--- src/rtl/riscv_lsu_if.sv ---
`default_nettype none
// ============================================================================
//  Module      : riscv_lsu_if
//  Description : Request, response and memory-side signal bundle for the
//                load/store unit.
//  Revision    : 1.0
// ============================================================================
interface riscv_lsu_if #(
    parameter int XLEN = 32,
    parameter int AW   = 32,
    parameter int NB   = XLEN / 8
);
    logic            req_valid;
    logic            req_ready;
    logic            req_we;
    logic [2:0]      req_funct3;
    logic [AW-1:0]   req_addr;
    logic [XLEN-1:0] req_wdata;

    logic            resp_valid;
    logic [XLEN-1:0] resp_rdata;
    logic [1:0]      resp_err;

    logic            mem_req;
    logic            mem_we;
    logic [AW-1:0]   mem_addr;
    logic [XLEN-1:0] mem_wdata;
    logic [NB-1:0]   mem_be;
    logic [XLEN-1:0] mem_rdata;
    logic            mem_ack;

    // The LSU itself.
    modport slave (
        input  req_valid, req_we, req_funct3, req_addr, req_wdata,
        input  mem_rdata, mem_ack,
        output req_ready, resp_valid, resp_rdata, resp_err,
        output mem_req, mem_we, mem_addr, mem_wdata, mem_be
    );

    // The datapath and memory surrounding the LSU.
    modport master (
        output req_valid, req_we, req_funct3, req_addr, req_wdata,
        output mem_rdata, mem_ack,
        input  req_ready, resp_valid, resp_rdata, resp_err,
        input  mem_req, mem_we, mem_addr, mem_wdata, mem_be
    );
endinterface
`default_nettype wire

--- src/rtl/riscv_lsu.sv ---
`default_nettype none
// ============================================================================
//  Module      : riscv_lsu
//  Description : RV32I/RV64I load/store unit: lane alignment, byte enables,
//                load extension and a req/ack memory handshake.
//  Revision    : 1.0
// ============================================================================
module riscv_lsu #(
    parameter int XLEN = 32,
    parameter int AW   = 32,
    parameter int NB   = XLEN / 8,
    parameter int OB   = $clog2(NB)
) (
    input  wire logic      clk,
    input  wire logic      rst,
    riscv_lsu_if.slave     bus
);

    typedef enum logic [1:0] {
        IDLE   = 2'd0,
        ACCESS = 2'd1,
        DONE   = 2'd2
    } state_t;

    state_t state, state_nxt;

    logic            cap_we;
    logic [2:0]      cap_funct3;
    logic [AW-1:0]   cap_addr;
    logic [XLEN-1:0] cap_wdata;
    logic [XLEN-1:0] resp_rdata;
    logic [1:0]      resp_err;

    // Access size minus one, so it doubles as the low-address alignment mask.
    function automatic logic [2:0] size_m1_of(input logic [1:0] f);
        case (f)
            2'b00:   size_m1_of = 3'b000;
            2'b01:   size_m1_of = 3'b001;
            2'b10:   size_m1_of = 3'b011;
            default: size_m1_of = 3'b111;
        endcase
    endfunction

    logic [2:0] req_size_m1;
    logic       illegal;
    logic       misaligned;
    logic [1:0] err_code;

    always_comb begin
        req_size_m1 = size_m1_of(bus.req_funct3[1:0]);
        illegal     = 1'b0;
        if (bus.req_we) begin
            illegal = bus.req_funct3[2] ||
                      ((XLEN == 32) && (bus.req_funct3 == 3'b011));
        end else begin
            illegal = (bus.req_funct3 == 3'b111) ||
                      ((XLEN == 32) && ((bus.req_funct3 == 3'b011) ||
                                        (bus.req_funct3 == 3'b110)));
        end
        misaligned = |(bus.req_addr[2:0] & req_size_m1);
        err_code   = illegal ? 2'b10 : (misaligned ? 2'b01 : 2'b00);
    end

    always_ff @(posedge clk) begin
        if (rst) begin
            state <= IDLE;
        end else begin
            state <= state_nxt;
        end
    end

    always_comb begin
        state_nxt = state;
        case (state)
            IDLE: begin
                if (bus.req_valid) begin
                    state_nxt = (err_code != 2'b00) ? DONE : ACCESS;
                end
            end
            ACCESS: begin
                if (bus.mem_ack) begin
                    state_nxt = DONE;
                end
            end
            DONE:    state_nxt = IDLE;
            default: state_nxt = IDLE;
        endcase
    end

    logic [OB-1:0]   offset;
    logic [OB+2:0]   shamt;
    logic [2:0]      cap_size_m1;
    logic [NB-1:0]   lane_mask;
    logic [XLEN-1:0] wdata_lane;
    logic [XLEN-1:0] rdata_shift;
    logic [XLEN-1:0] word_sext;
    logic [XLEN-1:0] word_zext;
    logic [XLEN-1:0] load_ext;

    assign offset      = cap_addr[OB-1:0];
    assign shamt       = {offset, 3'b000};
    assign cap_size_m1 = size_m1_of(cap_funct3[1:0]);
    assign wdata_lane  = cap_wdata << shamt;
    assign rdata_shift = bus.mem_rdata >> shamt;

    always_comb begin
        lane_mask = '0;
        for (int i = 0; i < NB; i++) begin
            lane_mask[i] = (i <= int'(cap_size_m1));
        end
    end

    // A 32-bit word is only extended when it is narrower than the register.
    generate
        if (XLEN == 64) begin : g_xlen64
            assign word_sext = {{32{rdata_shift[31]}}, rdata_shift[31:0]};
            assign word_zext = {32'b0, rdata_shift[31:0]};
        end else begin : g_xlen32
            assign word_sext = rdata_shift;
            assign word_zext = rdata_shift;
        end
    endgenerate

    always_comb begin
        load_ext = rdata_shift;
        case (cap_funct3)
            3'b000:  load_ext = {{(XLEN-8){rdata_shift[7]}},   rdata_shift[7:0]};
            3'b001:  load_ext = {{(XLEN-16){rdata_shift[15]}}, rdata_shift[15:0]};
            3'b010:  load_ext = word_sext;
            3'b100:  load_ext = {{(XLEN-8){1'b0}},  rdata_shift[7:0]};
            3'b101:  load_ext = {{(XLEN-16){1'b0}}, rdata_shift[15:0]};
            3'b110:  load_ext = word_zext;
            default: load_ext = rdata_shift;
        endcase
    end

    always_ff @(posedge clk) begin
        if (rst) begin
            cap_we     <= 1'b0;
            cap_funct3 <= 3'b000;
            cap_addr   <= '0;
            cap_wdata  <= '0;
            resp_rdata <= '0;
            resp_err   <= 2'b00;
        end else if ((state == IDLE) && bus.req_valid) begin
            cap_we     <= bus.req_we;
            cap_funct3 <= bus.req_funct3;
            cap_addr   <= bus.req_addr;
            cap_wdata  <= bus.req_wdata;
            resp_rdata <= '0;
            resp_err   <= err_code;
        end else if ((state == ACCESS) && bus.mem_ack && !cap_we) begin
            resp_rdata <= load_ext;
        end
    end

    logic in_access;
    assign in_access = (state == ACCESS);

    assign bus.req_ready  = (state == IDLE);
    assign bus.resp_valid = (state == DONE);
    assign bus.resp_rdata = resp_rdata;
    assign bus.resp_err   = resp_err;
    assign bus.mem_req    = in_access;
    assign bus.mem_we     = in_access & cap_we;
    assign bus.mem_addr   = in_access ? {cap_addr[AW-1:OB], {OB{1'b0}}} : '0;
    assign bus.mem_be     = in_access ? (lane_mask << offset) : '0;
    assign bus.mem_wdata  = (in_access && cap_we) ? wdata_lane : '0;

endmodule
`default_nettype wire

--- src/flat_wrapper.sv ---
// flat-port wrapper written by rule: the top's interface ports become plain ports
module riscv_lsu_flat 
#(
    parameter int XLEN = 32,
    parameter int AW   = 32,
    parameter int NB   = XLEN / 8,
    parameter int OB   = $clog2(NB)
)
  (clk, rst, bus_req_valid, bus_req_we, bus_req_funct3, bus_req_addr, bus_req_wdata, bus_mem_rdata, bus_mem_ack, bus_req_ready, bus_resp_valid, bus_resp_rdata, bus_resp_err, bus_mem_req, bus_mem_we, bus_mem_addr, bus_mem_wdata, bus_mem_be);
  riscv_lsu_if #(.XLEN(XLEN), .AW(AW), .NB(NB)) bus_i ();
  input  wire logic clk;
  input  wire logic rst;
  input wire logic [$bits(bus_i.req_valid)-1:0] bus_req_valid;
  input wire logic [$bits(bus_i.req_we)-1:0] bus_req_we;
  input wire logic [$bits(bus_i.req_funct3)-1:0] bus_req_funct3;
  input wire logic [$bits(bus_i.req_addr)-1:0] bus_req_addr;
  input wire logic [$bits(bus_i.req_wdata)-1:0] bus_req_wdata;
  input wire logic [$bits(bus_i.mem_rdata)-1:0] bus_mem_rdata;
  input wire logic [$bits(bus_i.mem_ack)-1:0] bus_mem_ack;
  output wire logic [$bits(bus_i.req_ready)-1:0] bus_req_ready;
  output wire logic [$bits(bus_i.resp_valid)-1:0] bus_resp_valid;
  output wire logic [$bits(bus_i.resp_rdata)-1:0] bus_resp_rdata;
  output wire logic [$bits(bus_i.resp_err)-1:0] bus_resp_err;
  output wire logic [$bits(bus_i.mem_req)-1:0] bus_mem_req;
  output wire logic [$bits(bus_i.mem_we)-1:0] bus_mem_we;
  output wire logic [$bits(bus_i.mem_addr)-1:0] bus_mem_addr;
  output wire logic [$bits(bus_i.mem_wdata)-1:0] bus_mem_wdata;
  output wire logic [$bits(bus_i.mem_be)-1:0] bus_mem_be;
  assign bus_i.req_valid = bus_req_valid;
  assign bus_i.req_we = bus_req_we;
  assign bus_i.req_funct3 = bus_req_funct3;
  assign bus_i.req_addr = bus_req_addr;
  assign bus_i.req_wdata = bus_req_wdata;
  assign bus_i.mem_rdata = bus_mem_rdata;
  assign bus_i.mem_ack = bus_mem_ack;
  assign bus_req_ready = bus_i.req_ready;
  assign bus_resp_valid = bus_i.resp_valid;
  assign bus_resp_rdata = bus_i.resp_rdata;
  assign bus_resp_err = bus_i.resp_err;
  assign bus_mem_req = bus_i.mem_req;
  assign bus_mem_we = bus_i.mem_we;
  assign bus_mem_addr = bus_i.mem_addr;
  assign bus_mem_wdata = bus_i.mem_wdata;
  assign bus_mem_be = bus_i.mem_be;
  riscv_lsu #(.XLEN(XLEN), .AW(AW), .NB(NB), .OB(OB)) u_core (.clk(clk), .rst(rst), .bus(bus_i));
endmodule
--- config.mk ---
export PLATFORM = sky130hd
export DESIGN_NAME = riscv_lsu_flat
export DESIGN_NICKNAME = d
export VERILOG_FILES = /design/src/rtl/riscv_lsu_if.sv /design/src/rtl/riscv_lsu.sv /design/src/flat_wrapper.sv
export SDC_FILE = /design/constraint.sdc
export NUM_CORES = 1
export LEC_CHECK = 0
export BUFFER_PORTS_ARGS = -buffer_cell sky130_fd_sc_hd__buf_4
export CORE_MARGIN = 4
export CORE_UTILIZATION = 52
export DETAILED_ROUTE_END_ITERATION = 8
export GPL_ROUTABILITY_DRIVEN = 1
export PLACE_DENSITY = 0.82
export SLEW_MARGIN = 5
export SYNTH_ARGS = -nofsm -noshare
export SYNTH_HDL_FRONTEND = slang
export SYNTH_SLANG_ARGS = --single-unit
--- constraint.sdc ---
create_clock -name clk -period 3.5 [get_ports clk]
set_clock_uncertainty 0.15 [all_clocks]
set_input_delay 0.875 -clock clk [delete_from_list [all_inputs] [get_ports clk]]
set_output_delay 0.875 -clock clk [all_outputs]
set_load 0.01 [all_outputs]
==> impl_results.md <==
- Status: complete, no violations
- Worst slew pin tran: 0.797 ns
- GPL Wtd Cong: 0.931
- Power share of the clock group: 28.0%
- Async set-or-reset flop fraction in the synthesized netlist: 0%
- Area delta synth->final: 32.5%
- Layout fillers: 848
- Mapped Avg Cell Area: 7.80 um2
- Relative slew slack: 46.9%
- FF/Latch Area: 0.00208 mm2
- Worst setup path class: reg -> out
- Grt met2 use: 42.0%
- Final setup viols: 0
- Ports: 210
- Vias in the first global route: 4974
- Core Region: 0.00973 mm2
- Setup TNS Final: 0 ns
- Iter 0 DRT Violations: 286
- First-pass GRT wire length: 24.5 mm
- Fin. Hold Viols: 0
- Sw Share: 29.3%
- Critical Path AT: 2.20 ns
- Seq pwr share: 53.9%
- Worst hold slack: 0.305 ns
- Root Buffer: clkbuf_8
- Ant. Diodes: 0
- Placed cells: 956
- Layout cells sized above 1: 32.3%
- Reg2reg path depth: 5
- CTS max path bufs: 2
- Combinational fraction of design power: 18.1%
- Initial antenna violation count: 0
- CTS tree: done
- Place WS: 0.526 ns
- Final Max Slew Viols: 0
- Mapped Area: 0.00517 mm2
- Total track usage: 26.1%
- Die Span Y: 108 um
- Largest net degree at the start of global routing: 75
- Total CTS buffers: 9
- VDD IR max: 218 uV
- Layout Nets: 938
- Reg2Reg Setup Slack: 0.97 ns
- Post-synth EDFFs: 0
- Critical path startpoint category: flip-flop
- Seq/Total Area, Yosys: 40.3%
- Post-synthesis mux area share: 8.36%
- Worst setup EP type: output pin
- Synth Flop Type: dfxtp_1
- Critical Path Slowest Stage Cell: dfxtp_1
- Tcrit/Tclk final: 92.1%
- Final WS setup: 0.278 ns
- Critical path endpoint: bus_mem_wdata[4]
- Post-Synthesis Cells: 662
- Post-synthesis compound-gate area fraction: 20.5%
- Final core area utilization: 70.3%
- Via density: 5.34
- Tmin final: 3.22 ns
- # H-tree levels: 3
- Post-Synth Adder-Cell Area: 0%
- CP Max Fanout: 33
- Power per cell area: 352 mW/mm2
- Grt ovf: 0
- Main combinational cell family by area after synthesis: simple AND/OR/NAND/NOR gates
- Critical Path Stages: 6
- Clock latency at the later pin of the worst-skew pair: 0.36 ns
- Worst r2r src: u_core.cap_addr[1]
- Starting density of the core: 53.1%
- Top delay family on crit path: simple AND/OR/NAND/NOR gates
- CP required: 2.47 ns
- Setup Buffers After CTS: 0
- Post-DRT Antenna Nets: 0
- DRC viols: 0
- Via count: 5188
- Internal power: 1.70 mW
- Crit path largest cell delay: 0.49 ns
- Yosys Warn Count: 0
- DIE WIDTH: 108 um
- Switching power: 0.705 mW
- Num Clock Sinks: 104
- Global Route met1 Usage: 34.0%
- Worst hold path type: reg -> reg
- Worst path bufs/invs: 2
- Finished Layout Cells: 972
- Die Area: 0.0116 mm2
- Worst R2R End: u_core.bus.resp_rdata[10]
- Synthesis-stage register bit count: 104
- Crit path from: u_core.state[0]
- Cell Chain, Critical Path: nand2b_1 -> inv_4 -> nand3b_2 -> nor2_4 -> and2_1 -> buf_4
- Synth Area in Simple Gates: 24.7%
- Drt pass-1 iters: 4
- Port Buffer Count: 207
- Most used routing layer: met2
- M3 GR Usage: 6.36%
- Routed Wire Length: 15.3 mm
- Core Rows: 36
- Post-synthesis xor/xnor area fraction: 0.170%
- Max Fclk: 0.310 GHz
- Max Cap Viol: 0
- Hpwl dp: 11.3 mm
- Multi-input gate area: 0.00279 mm2
- Leakage power figure: 2.90 nW
- Wire per inst: 15.7 um
- Clock Pin Slew Worst Setup and Hold Paths: 0.10 ns
- Unrepaired setup endpoints after global routing: false
- Yosys cell types: 40
[synth_stat cells (2+ instances only)]
master | number | area, um2
nand2b_1 | 3 | 18.8
mux2_2 | 7 | 78.8
and2_1 | 38 | 238
buf_4 | 5 | 37.5
nor2b_1 | 11 | 68.8
mux2i_1 | 33 | 330
o2bb2ai_1 | 8 | 70.1
nand2_1 | 164 | 616
dfxtp_1 | 104 | 2080
clkbuf_1 | 16 | 60.1
nor3_1 | 4 | 20.0
nor2_1 | 41 | 154
or2_2 | 10 | 62.6
a21oi_2 | 10 | 87.6
o211ai_1 | 7 | 52.6
o21ai_0 | 27 | 135
buf_6 | 5 | 56.3
a21oi_1 | 103 | 515
inv_1 | 2 | 7.51
a211oi_1 | 17 | 128
buf_2 | 28 | 140
[area by class of cell]
class	count	area share [%]
Multi-Input combinational cell	502	40.8
Sequential cell	104	30.5
Timing Repair Buffer	214	23.7
Tap cell	133	2.43
Clock buffer	9	1.81
Clock inverter	7	0.676
Inverter	3	0.201
[worst min path at each step]
stage | to | slack (ns) | start | cells after the start
final | u_core.cap_addr[3] | 0.30 | u_core.cap_addr[3] | 2
after global routing | u_core.cap_wdata[27] | 0.32 | u_core.cap_wdata[27] | 2
after CTS | u_core.cap_addr[30] | 0.31 | u_core.cap_addr[30] | 2
after detailed placement | u_core.cap_addr[30] | 0.29 | u_core.cap_addr[30] | 2
after global placement | u_core.cap_addr[9] | 0.29 | u_core.cap_addr[9] | 2
after floorplan | u_core.cap_addr[10] | 0.28 | u_core.cap_addr[10] | 2
[power by group through the flow]
stage	Combinational (mW)	Clock (mW)	Sequential [mW]
6_report	0.437	0.674	1.30
2_1_floorplan	0.283	0	1.30
5_1_grt	0.483	0.745	1.31
4_1_cts	0.436	0.694	1.30
3_3_place_gp	0.425	0	1.32
3_5_place_dp	0.434	0	1.32
[cells in the final DEF, fill, tap and decap left out, drive strengths merged, types with 2 or more instances in the layout]
master | netlist | routed
nand2 | 165 | 165
inv | 3 | 4
o211ai | 7 | 7
clkinv | 0 | 6
and2 | 38 | 38
dfxtp | 104 | 104
nand3b | 2 | 2
o21ai | 30 | 30
buf | 38 | 214
o2bb2ai | 8 | 8
clkbuf | 16 | 9
a211oi | 17 | 17
mux2i | 33 | 33
a21oi | 113 | 113
conb | 1 | 2
nand2b | 3 | 3
nor2b | 11 | 11
nor3 | 4 | 4
or2 | 10 | 10
mux2 | 7 | 7
nor2 | 43 | 43
[timing repair]
item / in CTS / in global routing
endpoints found under the setup margin: 0 / 15
hold buffers: 0 / 0
gates resized for setup: 0 / 2
[flip-flops by register name, summed over array words and instances, names as in the netlist]
name and count:
u_core.state 2, u_core.cap_we 1, u_core.cap_addr 32, u_core.bus.resp_err 2, u_core.cap_wdata 32, u_core.cap_funct3 3, u_core.bus.resp_rdata 32
[cells by family (layout without fill, tap and decap cells)]
family,after synthesis,after routing
and+or+nand+nor,280,280
other,1,2
AOI/OAI and AO/OA,178,178
buffers and inverters,57,233
muxes,41,41
xor gates and xnor gates,1,1
DFF,104,104
[tightest hold or removal path: cells and delay by family (launching register included)]
family          cells  cell delay (ns)
compound gates      1             0.05
flops               1             0.32
simple gates        1             0.05
[layer usage]
layer | wire, um | share of wire, %
met2 | 7250 | 47
met5 | 0 | 0
met3 | 1300 | 8.5
met4 | 367 | 2.4
met1 | 6370 | 42
[per-stage QoR]
| stage | power [mW] | instance area [um2] |
|---|---|---|
| after detailed placement | 1.76 | 6670 |
| after CTS | 2.43 | 6840 |
| after global routing | 2.54 | 6840 |
| final | 2.41 | 6840 |
| after floorplan | 1.58 | 5170 |
| after global placement | 1.74 | 6670 |
(Power assumes the default switching activity.)
